**src/rtl/pipe_reg_chain_if.sv**
```systemverilog
// rtl/pipe_reg_chain_if.sv - control, input and output bundle of the pipeline register chain
interface pipe_reg_chain_if #(
    parameter int WIDTH = 32,
    parameter int DEPTH = 2,
    parameter int CNT_W = 16
);
    logic             en;
    logic             in_valid;
    logic [WIDTH-1:0] in_data;
    logic [DEPTH-1:0] squash;
    logic [DEPTH-1:0] stage_vld;
    logic             q_valid;
    logic [WIDTH-1:0] q_data;
    logic [CNT_W-1:0] stall_cnt;

    modport master (
        output en, in_valid, in_data, squash,
        input  stage_vld, q_valid, q_data, stall_cnt
    );

    modport slave (
        input  en, in_valid, in_data, squash,
        output stage_vld, q_valid, q_data, stall_cnt
    );
endinterface

```
**src/rtl/pipe_reg_chain.sv**
```systemverilog
// rtl/pipe_reg_chain.sv - DEPTH-stage valid/data pipeline register with stall and per-stage squash; optional stall counter under PIPE_STALL_CNT_EN
module pipe_reg_chain #(
    parameter int WIDTH = 32,
    parameter int DEPTH = 2,
    parameter int CNT_W = 16
) (
    input  logic              clk,
    input  logic              reset,
    pipe_reg_chain_if.slave   bus
);
    logic [DEPTH-1:0] vld;
    logic [WIDTH-1:0] data [DEPTH];
    logic [DEPTH-1:0] live;

    // An entry survives this edge only if it is valid and not being killed.
    assign live = vld & ~bus.squash;

    always_ff @(posedge clk) begin
        if (reset) begin
            vld <= '0;
            for (int i = 0; i < DEPTH; i++) begin
                data[i] <= '0;
            end
        end else if (bus.en) begin
            vld[0]  <= bus.in_valid;
            data[0] <= bus.in_valid ? bus.in_data : '0;
            for (int i = 1; i < DEPTH; i++) begin
                vld[i]  <= live[i-1];
                data[i] <= live[i-1] ? data[i-1] : '0;
            end
        end else begin
            // Stalled: live entries hold, squashed ones collapse to bubbles in place.
            for (int i = 0; i < DEPTH; i++) begin
                if (!live[i]) begin
                    vld[i]  <= 1'b0;
                    data[i] <= '0;
                end
            end
        end
    end

    assign bus.stage_vld = vld;
    assign bus.q_valid   = vld[DEPTH-1];
    assign bus.q_data    = data[DEPTH-1];

`ifdef PIPE_STALL_CNT_EN
    localparam logic [CNT_W-1:0] CNT_ONE = {{(CNT_W-1){1'b0}}, 1'b1};
    logic [CNT_W-1:0] cnt;

    always_ff @(posedge clk) begin
        if (reset) begin
            cnt <= '0;
        end else if (!bus.en && vld[DEPTH-1] && (cnt != {CNT_W{1'b1}})) begin
            cnt <= cnt + CNT_ONE;
        end
    end

    assign bus.stall_cnt = cnt;
`else
    assign bus.stall_cnt = '0;
`endif
endmodule

```
**src/flat_wrapper.sv**
```systemverilog
// flat-port wrapper written by rule: the top's interface ports become plain ports
module pipe_reg_chain_flat 
#(
    parameter int WIDTH = 32,
    parameter int DEPTH = 2,
    parameter int CNT_W = 16
)
  (clk, reset, bus_en, bus_in_valid, bus_in_data, bus_squash, bus_stage_vld, bus_q_valid, bus_q_data, bus_stall_cnt);
  pipe_reg_chain_if #(.WIDTH(WIDTH), .DEPTH(DEPTH), .CNT_W(CNT_W)) bus_i ();
  input  logic clk;
  input  logic reset;
  input wire logic [$bits(bus_i.en)-1:0] bus_en;
  input wire logic [$bits(bus_i.in_valid)-1:0] bus_in_valid;
  input wire logic [$bits(bus_i.in_data)-1:0] bus_in_data;
  input wire logic [$bits(bus_i.squash)-1:0] bus_squash;
  output wire logic [$bits(bus_i.stage_vld)-1:0] bus_stage_vld;
  output wire logic [$bits(bus_i.q_valid)-1:0] bus_q_valid;
  output wire logic [$bits(bus_i.q_data)-1:0] bus_q_data;
  output wire logic [$bits(bus_i.stall_cnt)-1:0] bus_stall_cnt;
  assign bus_i.en = bus_en;
  assign bus_i.in_valid = bus_in_valid;
  assign bus_i.in_data = bus_in_data;
  assign bus_i.squash = bus_squash;
  assign bus_stage_vld = bus_i.stage_vld;
  assign bus_q_valid = bus_i.q_valid;
  assign bus_q_data = bus_i.q_data;
  assign bus_stall_cnt = bus_i.stall_cnt;
  pipe_reg_chain #(.WIDTH(WIDTH), .DEPTH(DEPTH), .CNT_W(CNT_W)) u_core (.clk(clk), .reset(reset), .bus(bus_i));
endmodule
```
**config.mk**
```make
export PLATFORM = sky130hd
export DESIGN_NAME = pipe_reg_chain_flat
export DESIGN_NICKNAME = d
export VERILOG_FILES = /design/src/rtl/pipe_reg_chain_if.sv /design/src/rtl/pipe_reg_chain.sv /design/src/flat_wrapper.sv
export SDC_FILE = /design/constraint.sdc
export NUM_CORES = 1
export LEC_CHECK = 0
export BUFFER_PORTS_ARGS = -buffer_cell sky130_fd_sc_hd__buf_4
export CORE_AREA = 2 2 72 125
export CTS_BUF_LIST = sky130_fd_sc_hd__clkbuf_8
export DETAILED_ROUTE_END_ITERATION = 8
export DIE_AREA = 0 0 74 127
export PLACE_DENSITY = 0.6
export SYNTH_ARGS = -nofsm -noshare
export SYNTH_HDL_FRONTEND = slang
export SYNTH_SLANG_ARGS = --single-unit
```
**constraint.sdc**
```tcl
create_clock -name clk -period 1.76 [get_ports clk]
set_clock_uncertainty 0.2 [all_clocks]
set_input_delay 0.088 -clock clk [delete_from_list [all_inputs] [get_ports clk]]
set_output_delay 0.088 -clock clk [all_outputs]
set_load 0.005 [all_outputs]
```
==> results by group <==
Setup path
  • Buf/Inv on CP: 2
  • Worst reg2reg path startpoint: u_core.bus.stage_vld[0]
  • Critical Path Start: bus_squash[0]
  • Crit-path max FO: 33
  • Crit end category: flop
  • Worst EP required: 1.57 ns
  • CP Launch Type: input pin
  • CP max stage cell: or4b_4
  • Reg-to-reg setup timing slack: 0.14 ns
  • Crit path max-delay family: simple AND/OR/NAND/NOR gates
  • Worst path max stage delay: 0.77 ns
  • WP data arrival: 1.55 ns
  • Critical path class: in -> reg
  • CP cell instances: dlygate4sd3_1, buf_4, or4b_4

Pwr
  • Flop pwr share: 56.9%
  • Cell Pwr Density: 816 nW/um^2
  • Clock Power Share: 37.1%
  • Logic pwr share: 5.9%
  • Switching share of power: 18.8%
  • VDD IR max: 0.379 mV
  • Leak pwr: 0.00169 uW
  • Pint: 2490 uW
  • Net switching power: 575 uW

Yosys
  • Synth Area in XOR/XNOR: 0%
  • Adder-Cell Fraction of Synth Area: 0%
  • Seq/Total Area, Yosys: 68.1%
  • Cell Area, Synth: 2880 um^2
  • Cells after Synth: 194
  • Largest family of logic cells by synthesized area: simple AND/OR/NAND/NOR gates
  • Yosys warns: 0
  • Flops & latches, synth: 66
  • Synth unique cells: 14
  • Simple-gate share of the synthesized area: 17.1%
  • Mux share of post-synthesis cell area: 0%
  • Compound-gate portion of the synthesized area: 0.174%
  • Syn_area_per_cell: 14.8 um^2

Hold path
  • Min-Delay Path Class: in -> reg
  • Min-delay src: bus_squash[1]

Place
  • Port bufs: 72
  • Final GP Congestion: 0.622
  • DP Wirelength: 2.82 mm

Global routing
  • Initial antenna violation count: 0
  • First-pass GRT wire length: 7.14 mm
  • Largest net degree at the start of global routing: 34
  • Total grt overflow: 0
  • All-Layer GR Usage: 10.8%
  • Vias in the first global route: 1476

STA
  • Final min period: 1.73 ns
  • Tcrit/Tclk final: 98.5%
  • Fin. Hold Viols: 0
  • Final Setup Violations: 0
  • Setup repair after global routing missed its margin: no
  • Final TNS setup: 0 ns
  • Slew Limit Fails: 0
  • Highest Clock Rate: 0.577 GHz

Layout
  • Commonest non-fill, non-tap cell in the layout: buf_4
  • Commonest non-fill, non-tap cells in the layout: buf_4 (71), edfxtp_1 (64), and2_1 (49), dlygate4sd3_1 (37), conb_1 (16)
  • Final #Nets: 312
  • Fraction of layout cells with a size suffix above 1: 37.2%
  • Area growth, synth to finish: 30.2%
  • Filler instances: 762
  • Antenna Cells: 0
  • Util after Layout: 45.1%

Floorplan
  • # IOs: 89
  • Die area: 9400 um^2
  • Core area: 8310 um^2
  • Initial Util: 34.6%
  • Die H: 127 um
  • Rows: 44
  • Die X: 74 um

Drt
  • Post-route ant nets: 0
  • DRT iter0 DRCs: 89
  • DRC Markers: 0
  • Pre-Repair DR Iteration Count: 4
  • Final wirelength: 4.61 mm
  • Avg Vias per Cell: 3.83
  • DR WL/cell: 11.8 um
  • Detailed-route via count: 1500

Clock network
  • CTS sink cnt: 66
  • Clock-pin slew on the worst setup and hold paths: 0.06 ns
  • Post-CTS Setup Inserts: 0
  • CTS tree: built
  • CTS Buf Count: 9
  • Clock Latency Late Sink: 0.33 ns
  • CTS Buffer Depth: 2
  • Htree depth: 3
  • CTS root buf: clkbuf_8

Run status
  • Outcome: finished clean

Run
  • Max Cap Violations: 0
registers in the layout (all words and copies together), names as in the netlist:
register / count
u_core.data: 64
u_core.bus.stage_vld: 2
through the flow:
| step | hold slack, ns | total power [uW] | cell area [um^2] | cells | setup slack (ns) |
|---|---|---|---|---|---|
| floorplan | -0.0164 | 1840 | 2940 | 209 | 0.251 |
| global placement | 0.106 | 1890 | 3200 | 341 | 0.183 |
| detailed placement | 0.122 | 1890 | 3200 | 341 | 0.157 |
| CTS | 0.192 | 3110 | 3740 | 392 | 0.0135 |
| global route | 0.221 | 3180 | 3750 | 392 | 0.00309 |
| finish | 0.168 | 3060 | 3750 | 392 | 0.0258 |
power groups by stage:
stage	sequential, uW	combinational [uW]	clock, uW
2_1_floorplan	1770	68.9	0
3_3_place_gp	1780	114	0
3_5_place_dp	1780	116	0
4_1_cts	1740	180	1180
5_1_grt	1740	200	1240
6_report	1740	182	1140
worst paths after layout:
kind,endpoint,depth (start not counted)
max,u_core.data[0][29],3
min,u_core.bus.stage_vld[1],3
max reg2reg,u_core.data[0][29],1
min reg2reg,u_core.data[0][47],1
synthesized netlist by cell type:
library cell  instances  area (um^2)
or4bb_1               1         11.3
o21ai_1               1         5.00
and4bb_4              1         16.3
and2_1               49          307
dfxtp_1               2         40.0
conb_1                1         3.75
clkbuf_2              3         15.0
edfxtp_1             64         1920
and3b_2               1         10.0
buf_4                49          368
or4b_4                2         27.5
buf_6                 3         33.8
and2_2               15          113
nand2_1               2         7.51
what timing repair did:
action / in CTS / in global routing
resized for setup: 0 / 1
hold buffers: 37 / 0
endpoints found under the setup margin: 0 / 32
endpoints found under the hold margin: 34 / 0
layout make-up:
cell class | count | area, um^2 | area share, %
Multi-Input combinational cell | 88 | 557 | 14.9
Clock buffer | 9 | 124 | 3.30
Tap cell | 115 | 144 | 3.84
Timing Repair Buffer | 109 | 915 | 24.4
Clock inverter | 5 | 47.5 | 1.27
Sequential cell | 66 | 1960 | 52.3
routing by layer:
layer | routed length (um) | track usage, % | vias up
met3 | 228 | 2.76 | 10
li1 | - | - | 749
met4 | 148 | 7.70 | 0
met5 | 0 | 0 | -
met2 | 2590 | 18.8 | 57
met1 | 1640 | 10.8 | 684
cell families after synthesis:
logic type,Yosys count
flops,66
buf+inv,55
compound gates,1
simple gates,71
other cells,1
(Power assumes the default switching activity.)
